`src/rtl/lif_pkg.sv`:
```
`default_nettype none
// ============================================================================
// Module : lif_pkg
// Brief  : Shared FSM states, clamp bounds and weight encoding for the LIF layer.
// Rev    : 1.0 - initial release
// ============================================================================
package lif_pkg;

  typedef enum logic [1:0] {
    IDLE = 2'd0,
    PROC = 2'd1,
    DONE = 2'd2
  } lif_state_t;

  localparam logic W_POS = 1'b1;
  localparam logic W_NEG = 1'b0;

  function automatic int clamp_max(input int width);
    return (1 << (width - 1)) - 1;
  endfunction

  function automatic int clamp_min(input int width);
    return -(1 << (width - 1));
  endfunction

endpackage
`default_nettype wire

```
`src/rtl/lif_neuron_step.sv`:
```
`default_nettype none
// ============================================================================
// Module : lif_neuron_step
// Brief  : One combinational LIF update: psp, leak, saturate, fire and reset.
// Rev    : 1.0 - initial release
// ============================================================================
module lif_neuron_step
  import lif_pkg::*;
#(
  parameter int SYNAPSES       = 16,
  parameter int MEMBRANE_BITS  = $clog2(SYNAPSES) + 2,
  parameter int THRESHOLD_BITS = MEMBRANE_BITS - 1,
  parameter int REFRACT_BITS   = 2
) (
  input  logic [SYNAPSES-1:0]             inputs,
  input  logic [SYNAPSES-1:0]             weights,
  input  logic signed [MEMBRANE_BITS-1:0] u,
  input  logic [2:0]                      shift,
  input  logic [THRESHOLD_BITS-1:0]       threshold,
  input  logic [REFRACT_BITS-1:0]         refr,
  input  logic [REFRACT_BITS-1:0]         refractory,
  output logic signed [MEMBRANE_BITS-1:0] u_next,
  output logic                            spike,
  output logic [REFRACT_BITS-1:0]         refr_next
);

  // Wide enough that decay + psp never overflows before saturation.
  localparam int ACC_BITS = MEMBRANE_BITS + $clog2(SYNAPSES) + 2;
  localparam logic signed [ACC_BITS-1:0] c_acc_max = ACC_BITS'(clamp_max(MEMBRANE_BITS));
  localparam logic signed [ACC_BITS-1:0] c_acc_min = ACC_BITS'(clamp_min(MEMBRANE_BITS));

  logic signed [ACC_BITS-1:0]      w_psp;
  logic signed [ACC_BITS-1:0]      w_decay;
  logic signed [ACC_BITS-1:0]      w_sum;
  logic signed [MEMBRANE_BITS-1:0] w_shifted;
  logic signed [MEMBRANE_BITS-1:0] w_leaked;
  logic signed [MEMBRANE_BITS-1:0] w_acc;
  logic signed [MEMBRANE_BITS-1:0] w_thr;

  always_comb begin
    w_psp = '0;
    for (int i = 0; i < SYNAPSES; i++) begin
      if (inputs[i]) begin
        case (weights[i])
          W_POS: w_psp = w_psp + ACC_BITS'(1);
          W_NEG: w_psp = w_psp - ACC_BITS'(1);
        endcase
      end
    end
  end

  assign w_shifted = u >>> shift;
  assign w_leaked  = u - w_shifted;
  assign w_decay   = (shift == 3'd0) ? ACC_BITS'(u) : ACC_BITS'(w_leaked);
  assign w_sum     = w_decay + w_psp;
  assign w_thr     = $signed(MEMBRANE_BITS'({1'b0, threshold}));

  always_comb begin
    if (w_sum > c_acc_max) begin
      w_acc = MEMBRANE_BITS'(c_acc_max);
    end else if (w_sum < c_acc_min) begin
      w_acc = MEMBRANE_BITS'(c_acc_min);
    end else begin
      w_acc = w_sum[MEMBRANE_BITS-1:0];
    end
  end

  // A refractory neuron is held at rest and ignores its input this step.
  always_comb begin
    u_next    = w_acc;
    spike     = 1'b0;
    refr_next = refr;
    if (refr != '0) begin
      u_next    = '0;
      refr_next = refr - REFRACT_BITS'(1);
    end else if (w_acc >= w_thr) begin
      spike     = 1'b1;
      u_next    = w_acc - w_thr;
      refr_next = refractory;
    end
  end

endmodule
`default_nettype wire

```
`src/rtl/neuron_lif_array.sv`:
```
`default_nettype none
// ============================================================================
// Module : neuron_lif_array
// Brief  : LIF neuron layer sweeping one neuron per cycle through a shared step.
// Rev    : 1.0 - initial release
// ============================================================================
module neuron_lif_array
  import lif_pkg::*;
#(
  parameter int SYNAPSES       = 16,
  parameter int NEURONS        = 4,
  parameter int MEMBRANE_BITS  = $clog2(SYNAPSES) + 2,
  parameter int THRESHOLD_BITS = MEMBRANE_BITS - 1,
  parameter int REFRACT_BITS   = 2
) (
  input  logic                            clk,
  input  logic                            reset_n,
  input  logic                            in_valid,
  output logic                            in_ready,
  input  logic [SYNAPSES-1:0]             inputs,
  input  logic [2:0]                      shift,
  input  logic [THRESHOLD_BITS-1:0]       threshold,
  input  logic [REFRACT_BITS-1:0]         refractory,
  input  logic                            w_we,
  input  logic [$clog2(NEURONS)-1:0]      w_addr,
  input  logic [SYNAPSES-1:0]             w_data,
  output logic                            out_valid,
  output logic [NEURONS-1:0]              out_spikes,
  input  logic [$clog2(NEURONS)-1:0]      mem_sel,
  output logic signed [MEMBRANE_BITS-1:0] mem_out
);

  localparam int IDX_BITS = $clog2(NEURONS);
  localparam logic [IDX_BITS-1:0] c_last_idx = IDX_BITS'(NEURONS - 1);

  lif_state_t r_state;
  lif_state_t w_state_next;

  logic [IDX_BITS-1:0]             r_idx;
  logic [SYNAPSES-1:0]             r_inputs;
  logic [2:0]                      r_shift;
  logic [THRESHOLD_BITS-1:0]       r_threshold;
  logic [REFRACT_BITS-1:0]         r_refractory;
  logic signed [MEMBRANE_BITS-1:0] r_membrane [NEURONS];
  logic [REFRACT_BITS-1:0]         r_refr     [NEURONS];
  logic [SYNAPSES-1:0]             r_weights  [NEURONS];
  logic [NEURONS-1:0]              r_work;
  logic [NEURONS-1:0]              r_spikes;

  logic                            w_accept;
  logic signed [MEMBRANE_BITS-1:0] w_u_next;
  logic                            w_spike;
  logic [REFRACT_BITS-1:0]         w_refr_next;
  logic [NEURONS-1:0]              w_spikes_final;

  assign in_ready   = (r_state == IDLE);
  assign out_valid  = (r_state == DONE);
  assign out_spikes = r_spikes;
  assign mem_out    = r_membrane[mem_sel];
  assign w_accept   = in_valid && in_ready;

  always_ff @(posedge clk) begin
    if (!reset_n) begin
      r_state <= IDLE;
    end else begin
      r_state <= w_state_next;
    end
  end

  always_comb begin
    w_state_next = r_state;
    unique case (r_state)
      IDLE:    if (w_accept) w_state_next = PROC;
      PROC:    if (r_idx == c_last_idx) w_state_next = DONE;
      DONE:    w_state_next = IDLE;
      default: w_state_next = IDLE;
    endcase
  end

  lif_neuron_step #(
    .SYNAPSES       (SYNAPSES),
    .MEMBRANE_BITS  (MEMBRANE_BITS),
    .THRESHOLD_BITS (THRESHOLD_BITS),
    .REFRACT_BITS   (REFRACT_BITS)
  ) u_step (
    .inputs     (r_inputs),
    .weights    (r_weights[r_idx]),
    .u          (r_membrane[r_idx]),
    .shift      (r_shift),
    .threshold  (r_threshold),
    .refr       (r_refr[r_idx]),
    .refractory (r_refractory),
    .u_next     (w_u_next),
    .spike      (w_spike),
    .refr_next  (w_refr_next)
  );

  // The last neuron's bit is merged on the fly so the full vector lands at DONE.
  always_comb begin
    w_spikes_final        = r_work;
    w_spikes_final[r_idx] = w_spike;
  end

  always_ff @(posedge clk) begin
    if (!reset_n) begin
      r_idx        <= '0;
      r_inputs     <= '0;
      r_shift      <= '0;
      r_threshold  <= '0;
      r_refractory <= '0;
      r_work       <= '0;
      r_spikes     <= '0;
      for (int k = 0; k < NEURONS; k++) begin
        r_membrane[k] <= '0;
        r_refr[k]     <= '0;
        r_weights[k]  <= '0;
      end
    end else begin
      if (w_accept) begin
        r_inputs     <= inputs;
        r_shift      <= shift;
        r_threshold  <= threshold;
        r_refractory <= refractory;
        r_idx        <= '0;
      end
      if (r_state == PROC) begin
        r_membrane[r_idx] <= w_u_next;
        r_refr[r_idx]     <= w_refr_next;
        r_work[r_idx]     <= w_spike;
        if (r_idx == c_last_idx) begin
          r_spikes <= w_spikes_final;
        end else begin
          r_idx <= r_idx + IDX_BITS'(1);
        end
      end
      if (w_we) begin
        r_weights[w_addr] <= w_data;
      end
    end
  end

endmodule
`default_nettype wire

```
`config.mk`:
```
export PLATFORM = sky130hd
export DESIGN_NAME = neuron_lif_array
export DESIGN_NICKNAME = d
export VERILOG_FILES = /design/src/rtl/lif_pkg.sv /design/src/rtl/lif_neuron_step.sv /design/src/rtl/neuron_lif_array.sv
export SDC_FILE = /design/constraint.sdc
export NUM_CORES = 1
export LEC_CHECK = 0
export CORE_MARGIN = 2
export CORE_UTILIZATION = 30
export CTS_BUF_LIST = sky130_fd_sc_hd__clkbuf_2 sky130_fd_sc_hd__clkbuf_4 sky130_fd_sc_hd__clkbuf_8
export CTS_CLUSTER_SIZE = 28
export DETAILED_ROUTE_END_ITERATION = 8
export GPL_ROUTABILITY_DRIVEN = 1
export GPL_TIMING_DRIVEN = 1
export PLACE_DENSITY = 0.44
export SLEW_MARGIN = 20
export SYNTH_ARGS = -nofsm -noshare
export SYNTH_HDL_FRONTEND = slang
export SYNTH_SLANG_ARGS = --single-unit
```
`constraint.sdc`:
```
create_clock -name clk -period 31.7 [get_ports clk]
set_input_delay 6.34 -clock clk [delete_from_list [all_inputs] [get_ports clk]]
set_output_delay 6.34 -clock clk [all_outputs]
set_load 0.01 [all_outputs]
```
==> run_results.csv <==
group,metric,value,unit
outcome,run_status,"finished, final reports clean",
synthesis,synth-seq-cells,133,
routing,first_pass_iters,7,
routing,detail_route.wirelength,43.11,mm
critical_path,slowest_cell_delay_on_critical_path,580,ps
place,preCtsSetupSlack,10270,ps
synthesis,synth_warnings,0,
critical_path,critPathLaunchType,"register",
timing,timing_worst_slew_pin_value,1056,ps
critical_path,crit_top_cell,"ha_1",
finish,layout-drive-gt1-share,8.333,%
synthesis,synth_nets,2030,
die,design.die.area,53790,µm²
synthesis,most_common_flop_cell_mapped_by_yosys,"edfxtp_1",
cts,clock_sinks,133,
finish,final_antenna_diode_count,0,
timing,fin_worst_skew,16.57,ps
finish,area_used_by_multi_input_combinational_logic,11250,µm²
place,postPlaceCellArea,16870,µm²
critical_path,crit_start,"r_idx[0]",
global_routing,largest_net_degree_at_the_start_of_global_routing,65,
critical_path,r2r-end,"r_membrane[1][2]",
finish,layout.nets,2054,
pwr,pwr_per_cell_area,106.1,nW/µm²
routing,route.detailed.vias_per_inst,5.078,
die,io-pin-count,62,
finish,area_overhead_vs_synth,10.84,%
routing,dr.first_iter.drc_count,789,
timing,worst_slew_margin_rel,29.15,%
synthesis,synth-edff-count,96,
cts,clock_root_cell,"clkbuf_8",
critical_path,crit_path_end_kind,"register",
global_routing,wire_length_of_the_first_global_routing_pass,69.17,mm
finish,n_fill_cell,5388,
cts,post-cts-setup-buffers,0,
cts,h-tree-depth,4,
worst_hold_path,hold_path.startpoint,"r_threshold[3]",
critical_path,timing.rr.start,"r_idx[0]",
timing,final_max_slew_viol_count,0,
timing,unrepaired_setup_endpoints_after_global_routing,"no",
routing,vias,12780,
critical_path,cp_data_arrival_time,21780,ps
critical_path,worst-r2r-setup-slack,10210,ps
timing,final_min_period_over_clock_period,67.79,%
critical_path,timing_worst_setup_path_type,"register to register",
critical_path,required_time_at_the_endpoint_of_the_critical_path,32000,ps
pwr,static-leakage-power,7.170,nW
synthesis,synth.cell_area,15590,µm²
finish,final-instance-count-excl-fill,2516,
die,initial_core_util,30.38,%
finish,final_util,33.67,%
critical_path,r2r.worst_path.cells,98,
global_routing,grt_overflow_total,0,
cts,cts.reportedPaths.clkPinSlew,90,ps
timing,final_period_minus_worst_setup_slack,21490,ps
cts,numCtsBuffers,17,
synthesis,fraction_of_the_yosys_area_taken_by_sequential_cells,23.25,%
cts,cts_tree,"built",
worst_hold_path,hp-class,"register to register",
worst_hold_path,worstHoldEndpoint,"r_threshold[3]",
synthesis,syn-mean-instance-area,8.664,µm²
die,core_area,51300,µm²
worst_hold_path,worstHoldPathCells,2,
cts,maximum_clock_path_buffer_count,2,
critical_path,worst_path_max_delay_cell,"mux4_2",
routing,ant_nets,0,
global_routing,grt_antenna_before_repair,0,
place,port_buffers,61,
timing,finalHoldViolCount,0,
place,place_congestion,0.8089,
routing,drc_errors,0,
cts,hold_buffers,0,
finish,seqCellArea,3625,µm²
routing,route.detailed.wl_per_inst,17.13,µm
synthesis,async_flop_share,0,%
finish,final_cell_mix,"nand2_1, ha_1, a21oi_1",
die,fp.dieH,231.9,µm
place,hpwl,32.91,mm
timing,timing.setup.tns,0,ps
place,dp_cells,2484,
die,die_w,231.9,µm
finish,design_area,17280,µm²
critical_path,biggest_fanout_along_the_worst_timing_path,21,
die,placement_rows,83,
timing,final.hold.worst_slack,472.5,ps
cts,worst_skew_pair.late_latency,520,ps
global_routing,vias_in_the_first_global_route,12540,
pwr,power,1.833,mW
synthesis,synthDistinctLibCells,79,
timing,setup_viol,0,
cts,post_cts_resized,0,
global_routing,grt.total_usage,16.42,%
finish,final_common_cell,"nand2_1",
synthesis,cell_count_after_synthesis,1799,
run,cap_violations,0,
timing,postLayoutSetupSlackWorst,10210,ps
pwr,ir_drop,0.1016,mV
timing,highest_clock_rate,0.04654,GHz
[routing by layer]
| layer | vias up | GRT usage, % | wire length (µm) | part of all wire (%) |
|---|---|---|---|---|
| li1 | 6578 | - | - | - |
| met4 | 0 | 4.046 | 527 | 1.2 |
| met2 | 161 | 26.17 | 19260 | 45 |
| met1 | 6016 | 23.33 | 22080 | 51 |
| met5 | - | 0 | 0 | 0 |
| met3 | 22 | 2.198 | 1243 | 2.9 |
[final cells by class]
cell class              instances  area share (%)
repair buffers                 72           3.983
inverters                     123           2.673
clock inverters                15          0.9416
clock buffers                  17           1.354
multi-input cells            1476           65.14
flip-flops and latches        133           20.98
well taps                     680           4.925
[where the power goes]
part / switching, mW / internal [mW] / total (mW) / leakage, nW
Clock: 0.0887 / 0.0652 / 0.154 / 0.189
Combinational: 0.833 / 0.636 / 1.47 / 5.72
Sequential: 0.00988 / 0.200 / 0.210 / 1.26
Total: 0.932 / 0.902 / 1.83 / 7.17
[kinds of logic after synthesis]
group	synth area share (%)
and+or+nand+nor	17.68
AOI/OAI and AO/OA	20.81
buffers and inverters	4.720
adders and majority gates	15.49
xor gates and xnor gates	9.778
DFF	23.25
muxes	8.268
[Yosys cell counts, types with 23 or more instances]
cell / instances / area share (%)
a21boi_0: 38 / 1.8
a21o_1: 45 / 2.2
a21oi_1: 124 / 4.0
and2_1: 59 / 2.4
and3_1: 26 / 1.0
clkbuf_1: 55 / 1.3
dfxtp_1: 37 / 4.8
edfxtp_1: 96 / 18
ha_1: 161 / 13
inv_1: 120 / 2.9
mux2_2: 32 / 2.3
mux2i_1: 23 / 1.5
mux4_2: 31 / 4.5
nand2_1: 202 / 4.9
nand2b_1: 33 / 1.3
nor2_1: 102 / 2.5
nor2b_1: 28 / 1.1
nor3_1: 36 / 1.2
o21a_1: 26 / 1.3
o21ai_0: 82 / 2.6
o21bai_1: 38 / 1.8
xnor2_1: 97 / 5.5
xor2_1: 41 / 2.3
[sequential cells by signal, summed over array words and instances (netlist names)]
register	count
out_spikes	4
r_idx	2
r_inputs	16
r_membrane	24
r_refr	8
r_refractory	2
r_shift	3
r_state	2
r_threshold	5
r_weights	64
r_work	3
[worst max-delay path: cells and delay by family (launching register included)]
family / cells / cell delay [ps]
buffers and inverters: 3 / 260
XOR/XNOR: 17 / 3360
multiplexers: 5 / 1630
flip-flops: 1 / 360
AND/OR/NAND/NOR: 30 / 4850
AO/OA/AOI/OAI: 25 / 4490
adder cells (fa/ha/maj): 18 / 6280
[how the worst max path moves through the flow]
stage	end	slack (ps)	cells after the start
after floorplan	r_refr[1][1]	11290	96
after global routing	r_membrane[3][4]	8480	104
final	r_membrane[1][2]	10210	98
after CTS	r_membrane[1][2]	10180	98
after detailed placement	r_membrane[1][2]	10270	98
after global placement	r_membrane[2][2]	10680	97
No activity file was read; power rests on OpenSTA's default activity.
